==> config.mk <==
export PLATFORM = sky130hd
export DESIGN_NAME = ram_buffer_alloc
export DESIGN_NICKNAME = d
export VERILOG_FILES = /design/src/rtl/ram_buffer_pkg.sv /design/src/rtl/ram_buffer_alloc_rr_first_set.sv /design/src/rtl/ram_buffer_alloc.sv
export SDC_FILE = /design/constraint.sdc
export NUM_CORES = 1
export LEC_CHECK = 0
export BUFFER_PORTS_ARGS = -buffer_cell sky130_fd_sc_hd__buf_4
export CORE_ASPECT_RATIO = 1.5
export CORE_MARGIN = 1
export CORE_UTILIZATION = 47
export CTS_BUF_LIST = sky130_fd_sc_hd__clkbuf_4
export DETAILED_ROUTE_END_ITERATION = 16
export PLACE_DENSITY_LB_ADDON = 0.12
export REMOVE_ABC_BUFFERS = 1
export SYNTH_ARGS = -nofsm -noshare
export SYNTH_HDL_FRONTEND = slang
export SYNTH_HIERARCHICAL = 1
export SYNTH_SLANG_ARGS = --single-unit
==> constraint.sdc <==
create_clock -name clk -period 4 [get_ports clk]
set_clock_uncertainty 0.1 [all_clocks]
set_input_delay 0.2 -clock clk [delete_from_list [all_inputs] [get_ports clk]]
set_output_delay 0.2 -clock clk [all_outputs]
set_load 0.1 [all_outputs]
==> src/rtl/ram_buffer_pkg.sv <==
// Shared types and default sizing for the RAM buffer allocation front-end.
package ram_buffer_pkg;

    typedef enum logic [1:0] {
        ST_IDLE   = 2'd0,
        ST_ACTIVE = 2'd1,
        ST_FLUSH  = 2'd2
    } buf_state_e;

    localparam int unsigned ENT_NUM_DEF = 8;
    localparam int unsigned DATA_W_DEF  = 128;
    localparam int unsigned ADDR_W_DEF  = 8;
    localparam int unsigned BYTE_IDX_W  = 4;

endpackage

==> src/rtl/ram_buffer_alloc_rr_first_set.sv <==
// Round-robin first-set finder: first set bit of vec at or after ptr, wrapping.
module rr_first_set #(
    parameter int unsigned N  = 8,
    parameter int unsigned IW = (N > 1) ? $clog2(N) : 1
) (
    input  logic [N-1:0]  vec,
    input  logic [IW-1:0] ptr,
    output logic [IW-1:0] idx,
    output logic          found
);

    logic [IW-1:0] cand;

    // N is a power of two, so ptr + i wraps modulo N for free.
    always_comb begin
        idx   = '0;
        found = 1'b0;
        cand  = '0;
        for (int unsigned i = 0; i < N; i++) begin
            cand = ptr + IW'(i);
            if (!found && vec[cand]) begin
                idx   = cand;
                found = 1'b1;
            end
        end
    end

endmodule

==> src/rtl/ram_buffer_alloc.sv <==
// Allocation front-end: allocates free buffer entries for read-return beats,
// bumps reference counts on address hits, routes releases and sequences flush.
module ram_buffer_alloc
    import ram_buffer_pkg::*;
#(
    parameter int unsigned ENT_NUM = ENT_NUM_DEF,
    parameter int unsigned DATA_W  = DATA_W_DEF,
    parameter int unsigned ADDR_W  = ADDR_W_DEF,
    parameter int unsigned IDX_W   = $clog2(ENT_NUM)
) (
    input  logic                  clk,
    input  logic                  rst_n,
    input  logic                  req_vld,
    output logic                  req_rdy,
    input  logic [ADDR_W-1:0]     req_addr,
    input  logic [DATA_W-1:0]     req_data,
    input  logic [BYTE_IDX_W-1:0] req_start_byte,
    input  logic [BYTE_IDX_W-1:0] req_end_byte,
    input  logic [ENT_NUM-1:0]    ent_free,
    input  logic [ENT_NUM-1:0]    ent_addr_match,
    output logic [ENT_NUM-1:0]    alloc_en,
    output logic [DATA_W-1:0]     alloc_data,
    output logic [ADDR_W-1:0]     alloc_addr,
    output logic [BYTE_IDX_W-1:0] buff_start_byte,
    output logic [BYTE_IDX_W-1:0] buff_end_byte,
    output logic [ENT_NUM-1:0]    ent_cnt_inc,
    input  logic                  rel_vld,
    input  logic [IDX_W-1:0]      rel_idx,
    output logic [ENT_NUM-1:0]    ent_cnt_dec,
    input  logic                  flush_req,
    output logic                  flush_done,
    output logic [IDX_W:0]        occ_cnt,
    output logic                  full
);

    buf_state_e            state_q, state_d;
    logic [ENT_NUM-1:0]    alloc_en_q, alloc_en_d;
    logic [ENT_NUM-1:0]    inc_q, inc_d;
    logic [ENT_NUM-1:0]    dec_q, dec_d;
    logic [ADDR_W-1:0]     alloc_addr_q, alloc_addr_d;
    logic [DATA_W-1:0]     alloc_data_q, alloc_data_d;
    logic [BYTE_IDX_W-1:0] sb_q, sb_d;
    logic [BYTE_IDX_W-1:0] eb_q, eb_d;
    logic [IDX_W-1:0]      rr_ptr_q, rr_ptr_d;
    logic [IDX_W:0]        occ_q, occ_d;
    logic                  flush_done_q, flush_done_d;

    logic [ENT_NUM-1:0]    eff_free;
    logic                  inflight_hit;
    logic                  match_found;
    logic [IDX_W-1:0]      match_idx;
    logic                  free_found;
    logic [IDX_W-1:0]      free_idx;
    logic                  hit;
    logic                  accept;
    logic                  pending;

    // The entry allocated last cycle still reports free; mask it out.
    assign eff_free     = ent_free & ~alloc_en_q;
    assign full         = ~|eff_free;
    assign inflight_hit = (|alloc_en_q) && (alloc_addr_q == req_addr);
    assign hit          = inflight_hit | match_found;
    assign req_rdy      = (state_q == ST_ACTIVE) && !flush_req && (hit || !full);
    assign accept       = req_vld & req_rdy;
    assign pending      = |{alloc_en_q, inc_q, dec_q};

    rr_first_set #(
        .N  (ENT_NUM),
        .IW (IDX_W)
    ) u_match_find (
        .vec   (ent_addr_match),
        .ptr   ('0),
        .idx   (match_idx),
        .found (match_found)
    );

    rr_first_set #(
        .N  (ENT_NUM),
        .IW (IDX_W)
    ) u_free_find (
        .vec   (eff_free),
        .ptr   (rr_ptr_q),
        .idx   (free_idx),
        .found (free_found)
    );

    always_comb begin
        state_d      = state_q;
        alloc_en_d   = '0;
        inc_d        = '0;
        dec_d        = '0;
        alloc_addr_d = alloc_addr_q;
        alloc_data_d = alloc_data_q;
        sb_d         = sb_q;
        eb_d         = eb_q;
        rr_ptr_d     = rr_ptr_q;
        flush_done_d = 1'b0;
        occ_d        = (IDX_W+1)'(ENT_NUM - $countones(eff_free));

        if (rel_vld) begin
            dec_d[rel_idx] = 1'b1;
        end

        if (accept) begin
            if (inflight_hit) begin
                inc_d = alloc_en_q;
            end else if (match_found) begin
                inc_d[match_idx] = 1'b1;
            end else if (free_found) begin
                alloc_en_d[free_idx] = 1'b1;
                alloc_addr_d         = req_addr;
                alloc_data_d         = req_data;
                sb_d                 = req_start_byte;
                eb_d                 = req_end_byte;
                rr_ptr_d             = free_idx + 1'b1;
            end
        end

        case (state_q)
            ST_IDLE:   state_d = ST_ACTIVE;
            ST_ACTIVE: if (flush_req) state_d = ST_FLUSH;
            ST_FLUSH: begin
                if ((&ent_free) && !pending) begin
                    state_d      = ST_IDLE;
                    flush_done_d = 1'b1;
                end
            end
            default:   state_d = ST_IDLE;
        endcase
    end

    always_ff @(posedge clk or negedge rst_n) begin
        if (!rst_n) begin
            state_q      <= ST_IDLE;
            alloc_en_q   <= '0;
            inc_q        <= '0;
            dec_q        <= '0;
            alloc_addr_q <= '0;
            alloc_data_q <= '0;
            sb_q         <= '0;
            eb_q         <= '0;
            rr_ptr_q     <= '0;
            occ_q        <= '0;
            flush_done_q <= 1'b0;
        end else begin
            state_q      <= state_d;
            alloc_en_q   <= alloc_en_d;
            inc_q        <= inc_d;
            dec_q        <= dec_d;
            alloc_addr_q <= alloc_addr_d;
            alloc_data_q <= alloc_data_d;
            sb_q         <= sb_d;
            eb_q         <= eb_d;
            rr_ptr_q     <= rr_ptr_d;
            occ_q        <= occ_d;
            flush_done_q <= flush_done_d;
        end
    end

    assign alloc_en        = alloc_en_q;
    assign ent_cnt_inc     = inc_q;
    assign ent_cnt_dec     = dec_q;
    assign alloc_addr      = alloc_addr_q;
    assign alloc_data      = alloc_data_q;
    assign buff_start_byte = sb_q;
    assign buff_end_byte   = eb_q;
    assign occ_cnt         = occ_q;
    assign flush_done      = flush_done_q;

endmodule

==> results of run 1 <==
-- area by class of cell --
class	count	share of cell area, %
flip-flops and latches	178	31.8
multi-input cells	472	32.2
clock inverters	12	0.893
repair buffers	517	30.9
inverters	33	0.884
well taps	256	2.29
clock buffers	18	0.965
diodes	1	0.0179
-- routing by layer --
| metal | GRT usage, % | part of all wire (%) | vias up |
|---|---|---|---|
| met5 | 0 | 0 | - |
| met4 | 14.8 | 4.1 | 0 |
| met3 | 8.13 | 6.6 | 82 |
| met2 | 54.3 | 53 | 337 |
| met1 | 31.8 | 36 | 3918 |
| li1 | - | - | 3606 |
-- per-stage QoR --
step / power (uW) / hold WS [ns] / worst slack [ns]
2_1_floorplan: 2890 / -0.196 / -2.29
3_3_place_gp: 3300 / 0.217 / 0.221
3_5_place_dp: 3310 / 0.221 / 0.182
4_1_cts: 4450 / 0.0304 / 0.142
5_1_grt: 4620 / 0.0811 / 0.0842
6_report: 4450 / 0.0911 / 0.279
-- how the worst min path moves through the flow --
stage	slack (ns)	cells past startpoint	endpoint
floorplan	-0.20	0	alloc_addr[0]
global placement	0.22	1	state_q[1]
detailed placement	0.22	1	state_q[1]
CTS	0.03	4	occ_cnt[1]
global route	0.08	4	occ_cnt[1]
finish	0.09	4	occ_cnt[1]
-- layout by cell type, fill, tap and decap left out, drive strengths merged, types with 5 or more instances in the layout --
cell type,instances
dlygate4sd3,158
clkbuf,19
nand2,30
xor2,13
mux2,156
mux4,30
a31oi,5
nand3,7
nor3,9
ha,9
buf,358
inv,41
dfrtp,178
mux2i,23
conb,6
nor2,50
a21oi,17
nor2b,5
nand2b,16
and3,8
o21ai,16
nor4,16
-- power by group --
group	internal [uW]	total (uW)	switching, uW
clock network	327	1010	685
registers	1880	1930	52.1
logic	532	1500	970
total	2740	4450	1710
-- registers in the layout (all words and copies together) (netlist names), 3 cells and up --
name	cells
ent_cnt_dec	8
ent_cnt_inc	8
alloc_data	128
alloc_en	8
buff_start_byte	4
occ_cnt	4
rr_ptr_q	3
buff_end_byte	4
alloc_addr	8
-- worst reg2reg max path, stage by stage, from the launching register on --
cell	delay, ns
dfrtp_1	0.40
inv_1	0.06
ha_1	0.37
mux4_2	0.59
a21oi_1	0.22
o311a_1	0.23
o21ai_2	0.09
buf_4	0.16
o311ai_1	0.33
nand2_1	0.09
o21ai_1	0.38
ha_1	0.32
mux2_1	0.28
-- cell families after synthesis --
family          synth area share (%)
compound gates                  6.00
xor+xnor                        1.40
fa+ha+maj                       2.05
buf+inv                         4.67
flops                           47.5
mux                             30.4
other cells                   0.0400
simple gates                    8.01
-- repair_timing --
item,CTS,global route
setup endpoints to repair,0,74
hold buffers,158,0
endpoints found under the hold margin,241,0
gates resized for setup,0,1
==> flow_summary.ini, run 1 <==
[final_layout]
final_core_utilization_pct = 72.5
multiInputGateArea_um2 = 4520
stdcell_count = 1487
syn2layout_area_growth_pct = 49.3
final_area_um2 = 14000
final_nets = 1400
drive_gt1_share_pct = 37.7
seqCellArea_um2 = 4450
fillCellCount = 1294

[grt]
grt_start_max_net_pins = 148
grt_use_total_pct = 29.9
antenna_found_initial = 1
grt.overflow.total = 0
grt_pass1_vias = 8627
grt_pass1_wl_mm = 47.1

[yosys]
syn_area_um2 = 9380
synth_seq_area_share_pct = 47.5
synth_warnings = 6
yosysTopAreaCell = dfrtp_1
netlist_instances = 714
yosysTopAreaCellShare_pct = 47.5
yosys-top-cells-area = dfrtp_1, mux2_1, mux2_4
synth_edf_count = 0
yosysUniqueCellTypes = 60
dominantRegCellSynth = dfrtp_1
yosys-top-cells-count = dfrtp_1, mux2_1, nor2_1
syn_avg_cell_area_um2 = 13.1
async_flop_share_pct = 100
synth-seq-cells = 178
yosysMostFrequentCell = dfrtp_1

[critical_path]
cp.arrival_ns = 4.11
rr_worst_depth = 12
cp.depth = 12
crit_chain = inv_1 > ha_1 > mux4_2 > a21oi_1 > o311a_1 > o21ai_2 > buf_4 > o311ai_1 > nand2_1 > o21ai_1 > ha_1 > mux2_1
cpPeakStageDelay_ns = 0.59
cp-endpoint = rr_ptr_q[1]
cp.buffers_inverters = 2
critPathMaxFanout = 5
slowest_stage = mux4_2
cp-start-kind = flop
critPathLaunch = rr_ptr_q[1]
crit_required_ns = 4.39
setup.worst_path.class = reg -> reg
end_kind = flop
r2r-end = rr_ptr_q[1]
cpMostUsedCell = ha_1
r2r_slack_ns = 0.28
cp_top_family = compound AO/OA/AOI/OAI gates
worstReg2RegStart = rr_ptr_q[1]

[clock_tree]
cts_sinks = 178
cts_tree = done
cts_buffers = 17
clk_latency_ns = 0.60
post-cts-setup-buffer-count = 0
path_clk_slew_ns = 0.14
root_buffer = clkbuf_4
clock_path_buffers = 2
cts_max_level = 4

[place]
hpwl_mm = 20.2
gp_congestion = 0.872
numPortBuffers = 342
numPlacedInstances = 1297
place_area_um2 = 12100

[floorplan]
num_rows = 62
start_util_pct = 48.6
die_h_um = 175
ioPinCount = 343
die_w_um = 117
dieArea_um2 = 20500
core_region_area_um2 = 19300

[drt]
wire_per_inst_um = 20.6
wirelength_mm = 30.7
drtIter0Drc = 354
vias = 7943
drc = 0
ant_nets = 0
via_per_inst = 5.34
dr.pass1.iters = 4

[hold_path]
min_from = ent_free[0]
hold_class = in -> reg

[job]
drv_cap = 0

[timing]
drv_slew = 0
rsz0062_at_grt = no
hold_viol = 0
max_freq_mhz = 269
period_needed_ns = 3.72
finalCritPeriodShare_pct = 93.0
slew_headroom_pct = 43.6
timing.setup.tns_ns = 0
worst_slew_pin_slew_ns = 0.846
setup_viol = 0

[power]
leakage_uw = 0.00743
powerDensity_nw_per_um2 = 317
ir_worst_vdd_v = 0.000251

[status]
outcome = finished clean
Power figures use the tool's default switching activity.
==> run 2, diff against run 1 <==
--- a/config.mk
+++ b/config.mk
@@ -5,6 +5,7 @@
 export SDC_FILE = /design/constraint.sdc
 export NUM_CORES = 1
 export LEC_CHECK = 0
+export ABC_AREA = 1
 export BUFFER_PORTS_ARGS = -buffer_cell sky130_fd_sc_hd__buf_4
 export CORE_ASPECT_RATIO = 1.5
 export CORE_MARGIN = 1
==> flow_summary.ini, run 2 <==
[clock_tree]
cts_sinks = 178
cts_max_level = 4
clock_path_buffers = 2
path_clk_slew_ns = 0.15
cts_buffers = 17
clk_latency_ns = 0.58
cts_tree = done
root_buffer = clkbuf_4

[timing]
drv_slew = 0
max_freq_mhz = 299
period_needed_ns = 3.34
rsz0062_at_grt = no
hold_viol = 0
timing.setup.tns_ns = 0
setup_viol = 0
finalCritPeriodShare_pct = 83.5
slew_headroom_pct = 46.6
worst_slew_pin_slew_ns = 0.801
holdWs_ns = 0.0909

[grt]
grt.overflow.total = 0
grt_pass1_vias = 9755
grt_start_max_net_pins = 83
grt_use_total_pct = 31.6
antenna_found_initial = 4
grt_pass1_wl_mm = 48.8

[yosys]
synth-seq-cells = 178
netlist_instances = 1113
yosys-top-cells-area = dfrtp_1, nand2_1, o21ai_0
syn_area_um2 = 9310
yosys-top-cells-count = nand2_1, dfrtp_1, o21ai_0
dominantRegCellSynth = dfrtp_1
yosysTopAreaCellShare_pct = 47.8
synth_edf_count = 0
synth_warnings = 6
yosysTopAreaCell = dfrtp_1
yosysUniqueCellTypes = 42
synth_seq_area_share_pct = 47.8
syn_avg_cell_area_um2 = 8.37
yosysMostFrequentCell = nand2_1
async_flop_share_pct = 100

[place]
numPortBuffers = 342
gp_congestion = 0.888
hpwl_mm = 20.8

[critical_path]
end_kind = flop
setup.worst_path.class = reg -> reg
cp.arrival_ns = 3.76
critPathMaxFanout = 65
crit_required_ns = 4.42
cp-start-kind = flop

[final_layout]
final_common_cell = nand2_1
drive_gt1_share_pct = 30.3
final_core_utilization_pct = 71.6
final_cell_mix = nand2_1, buf_4, dfrtp_1
syn2layout_area_growth_pct = 48.5
largest_reg_flops = 128
final_nets = 1767

[drt]
drc = 0
dr.pass1.iters = 6
wirelength_mm = 31.0
vias = 9553
wire_per_inst_um = 16.7
drtIter0Drc = 539
ant_nets = 0
via_per_inst = 5.14

[power]
powerDensity_nw_per_um2 = 348
leakage_uw = 0.00766
ir_worst_vdd_v = 0.000412

[floorplan]
core_region_area_um2 = 19300
die_h_um = 174
num_rows = 62
dieArea_um2 = 20400
die_w_um = 117
start_util_pct = 48.2
ioPinCount = 343

[hold_path]
hold_class = in -> reg

[status]
outcome = finished clean

[job]
drv_cap = 0
run 2: cell count changes after synthesis, sizes merged, moves of 12 or more:
cell    delta
nand2    +405
nand2b    -16
clkbuf    +29
nor2      +13
nand4     +14
mux4      -30
inv       +40
nand3     +75
a21oi     -14
mux2     -156
o21ai    +143
mux2i     -23
nor4      -12
run 2: cells by family after synthesis:
family / Yosys count / synth area share, %
xor+xnor: 10 / 1.34
flops: 178 / 47.8
fa+ha+maj: 13 / 2.07
buf+inv: 131 / 7.57
other cells: 1 / 0.0403
compound gates: 172 / 9.66
simple gates: 608 / 31.5
run 2: critical path: stages, from the launching register on:
cell      delay, ns
dfrtp_1        0.60
inv_4          0.18
ha_1           0.49
inv_2          0.14
nand3_1        0.13
nand2_1        0.08
o21ai_0        0.33
nand3b_1       0.23
nand3_4        0.16
nor2_8         0.19
buf_12         0.30
nand2_1        0.19
nor2_1         0.15
run 2: final cells by class:
type,instances,area [um2]
fill,1457,5480
multi-input combinational,808,4180
clock inverter,15,180
timing repair buffer,508,4290
sequential,178,4450
tap,256,320
antenna,4,10.0
inverter,73,279
clock buffer,17,128
run 2: what timing repair did:
action | 4_1_cts | 5_1_grt
gates resized for setup | 0 | 0
endpoints found under the setup margin | 0 | 0
buffers inserted | 0 | 0
hold buffers | 157 | 0
hold endpoints to repair | 233 | 0
run 2: final timing paths:
path,slack (ns),startpoint,end,cells past startpoint
hold reg to reg,0.34,state_q[1],state_q[0],1
setup / recovery,0.66,rr_ptr_q[0],alloc_en[4],12
min in group asynchronous,0.10,rst_n,alloc_data[126],2
setup reg to reg,0.66,rr_ptr_q[0],alloc_en[4],12
hold / removal,0.09,ent_free[0],occ_cnt[0],5
max in group asynchronous,2.70,rst_n,alloc_data[8],3
run 2: per-layer routing:
metal  vias up  wire length, um  GRT usage, %
met5         -                0             0
met4         0             1800          18.6
met3       114             1710          6.90
met2       372            16000          54.7
met1      4562            11400          34.7
li1       4505                -             -
run 2: per-stage QoR:
stage	std cells	instance area, um2	setup slack, ns	total power [uW]
after floorplan	1059	8900	-1.17	3110
after global placement	1666	11900	0.840	3580
after detailed placement	1666	11900	0.719	3600
after CTS	1855	13800	0.675	4830
after global routing	1859	13800	0.405	5020
final	1859	13800	0.660	4810
run 2: power by group:
group / leakage [uW] / total, uW / switching [uW] / internal (uW)
Combinational: 0.00504 / 1750 / 1260 / 496
Sequential: 0.00247 / 1960 / 58.4 / 1900
Clock: 0.000149 / 1100 / 663 / 438
==> run 3, diff against run 2 <==
--- a/config.mk
+++ b/config.mk
@@ -9,7 +9,7 @@
 export BUFFER_PORTS_ARGS = -buffer_cell sky130_fd_sc_hd__buf_4
 export CORE_ASPECT_RATIO = 1.5
 export CORE_MARGIN = 1
-export CORE_UTILIZATION = 47
+export CORE_UTILIZATION = 50
 export CTS_BUF_LIST = sky130_fd_sc_hd__clkbuf_4
 export DETAILED_ROUTE_END_ITERATION = 16
 export PLACE_DENSITY_LB_ADDON = 0.12
==> constraint.sdc (replaced) <==
create_clock -name clk -period 3.5 [get_ports clk]
set_clock_uncertainty 0.1 [all_clocks]
set_input_delay 0.175 -clock clk [delete_from_list [all_inputs] [get_ports clk]]
set_output_delay 0.175 -clock clk [all_outputs]
set_load 0.1 [all_outputs]
==> flow_summary.ini, run 3 (synthesized netlist as in run 2, its figures left out) <==
[place]
hpwl_mm = 20.8
gp_congestion = 0.888
place_area_um2 = 12000
numPortBuffers = 342

[drt]
wirelength_mm = 32.3
via_per_inst = 5.23
dr.pass1.iters = 5
ant_nets = 0
drtIter0Drc = 555
wire_per_inst_um = 17.4
vias = 9702
drc = 0

[floorplan]
die_h_um = 169
core_region_area_um2 = 18100
start_util_pct = 51.5
die_w_um = 113
ioPinCount = 343
num_rows = 60
dieArea_um2 = 19200

[status]
outcome = finished clean

[power]
powerDensity_nw_per_um2 = 407
p_total_uw = 5650
leakage_uw = 0.00771
ir_worst_vdd_v = 0.000284

[critical_path]
cp_top_family = simple AND/OR/NAND/NOR gates
crit_required_ns = 3.92
cp.arrival_ns = 3.67
cp-start-kind = flop
setup.worst_path.class = reg -> reg
end_kind = flop
cp.buffers_inverters = 3
slowest_stage = dfrtp_1
cpPeakStageDelay_ns = 0.60
crit_chain = inv_4 > ha_1 > inv_2 > nand3_2 > nand3_2 > nand2_2 > nor2_4 > nand4_4 > nor2_4 > nand3b_1 > nand3_4 > buf_12 > o21ai_0 > nand2_1
critPathMaxFanout = 125

[timing]
slew_headroom_pct = 34.0
drv_slew = 0
max_freq_mhz = 308
period_needed_ns = 3.24
worst_slew_pin_slew_ns = 0.991
holdWs_ns = 0.125
setup_viol = 0
hold_viol = 0
finalCritPeriodShare_pct = 92.7
timing.setup.tns_ns = 0
rsz0062_at_grt = no

[grt]
use_met3_pct = 8.21
grt_pass1_vias = 10100
met1_usage_pct = 36.2
grt_use_met2_pct = 59.8
grt_use_total_pct = 34.1
grt_start_max_net_pins = 126
gr-max-usage-layer = met2
antenna_found_initial = 3
grt.overflow.total = 0
grt_pass1_wl_mm = 50.3

[final_layout]
final_area_um2 = 13900
final_nets = 1772
final_cell_mix = nand2_1, buf_4, dfrtp_1
drive_gt1_share_pct = 30.5
largest_reg_flops = 128
syn2layout_area_growth_pct = 49.2
final_common_cell = nand2_1
final_core_utilization_pct = 76.8

[clock_tree]
clk_latency_ns = 0.57
cts_tree = done
cts_sinks = 178
clock_path_buffers = 2
cts_max_level = 4
cts_buffers = 17
cts_resized = 0
path_clk_slew_ns = 0.16
root_buffer = clkbuf_4

[hold_path]
hold_class = in -> reg

[job]
drv_cap = 0
[run 3: what timing repair did]
item                      4_1_cts  5_1_grt
setup buffers                   0        0
hold buffers                  158        0
hold endpoints to repair      257        0
[run 3: worst reg2reg max path, stage by stage, from the launching register on]
cell and delay [ns]:
dfrtp_1 0.60, inv_4 0.05, ha_1 0.42, inv_2 0.19
nand3_2 0.13, nand3_2 0.10, nand2_2 0.08, nor2_4 0.11
nand4_4 0.10, nor2_4 0.17, nand3b_1 0.14, nand3_4 0.16
buf_12 0.36, o21ai_0 0.36, nand2_1 0.14
[run 3: final timing paths]
check                       startpoint         endpoint  slack [ns]  depth (start not counted)
max in group asynchronous        rst_n  alloc_data[105]        2.28                          3
setup reg to reg           rr_ptr_q[0]   alloc_data[32]        0.26                         14
min in group asynchronous        rst_n   alloc_data[48]        0.14                          2
hold reg to reg             state_q[1]       state_q[0]        0.36                          1
setup / recovery           rr_ptr_q[0]   alloc_data[32]        0.26                         14
hold / removal                 req_vld   ent_cnt_inc[0]        0.12                          3
[run 3: report_power, final]
part | leakage, uW | internal (uW) | switching, uW
clock network | 0.000185 | 593 | 800
logic | 0.00506 | 571 | 1440
registers | 0.00247 | 2170 | 71.6
[run 3: area by class of cell]
cell class | count | area (um2)
Antenna cell | 4 | 10.0
Inverter | 73 | 279
Sequential cell | 178 | 4450
Clock inverter | 15 | 223
Clock buffer | 17 | 128
Tap cell | 248 | 310
Fill cell | 1230 | 4200
Timing Repair Buffer | 513 | 4310
Multi-Input combinational cell | 808 | 4180
[run 3: layer usage]
metal / part of all wire (%) / wire length [um]
met1: 35 / 11300
met2: 51 / 16600
met3: 6.9 / 2240
met4: 6.6 / 2130
met5: 0 / 0
[run 3: per-stage QoR]
| stage | std cells | worst slack [ns] |
|---|---|---|
| after floorplan | 1059 | -1.67 |
| after global placement | 1662 | 0.452 |
| after detailed placement | 1662 | 0.439 |
| after CTS | 1852 | 0.402 |
| after global routing | 1856 | 0.0824 |
| final | 1856 | 0.255 |
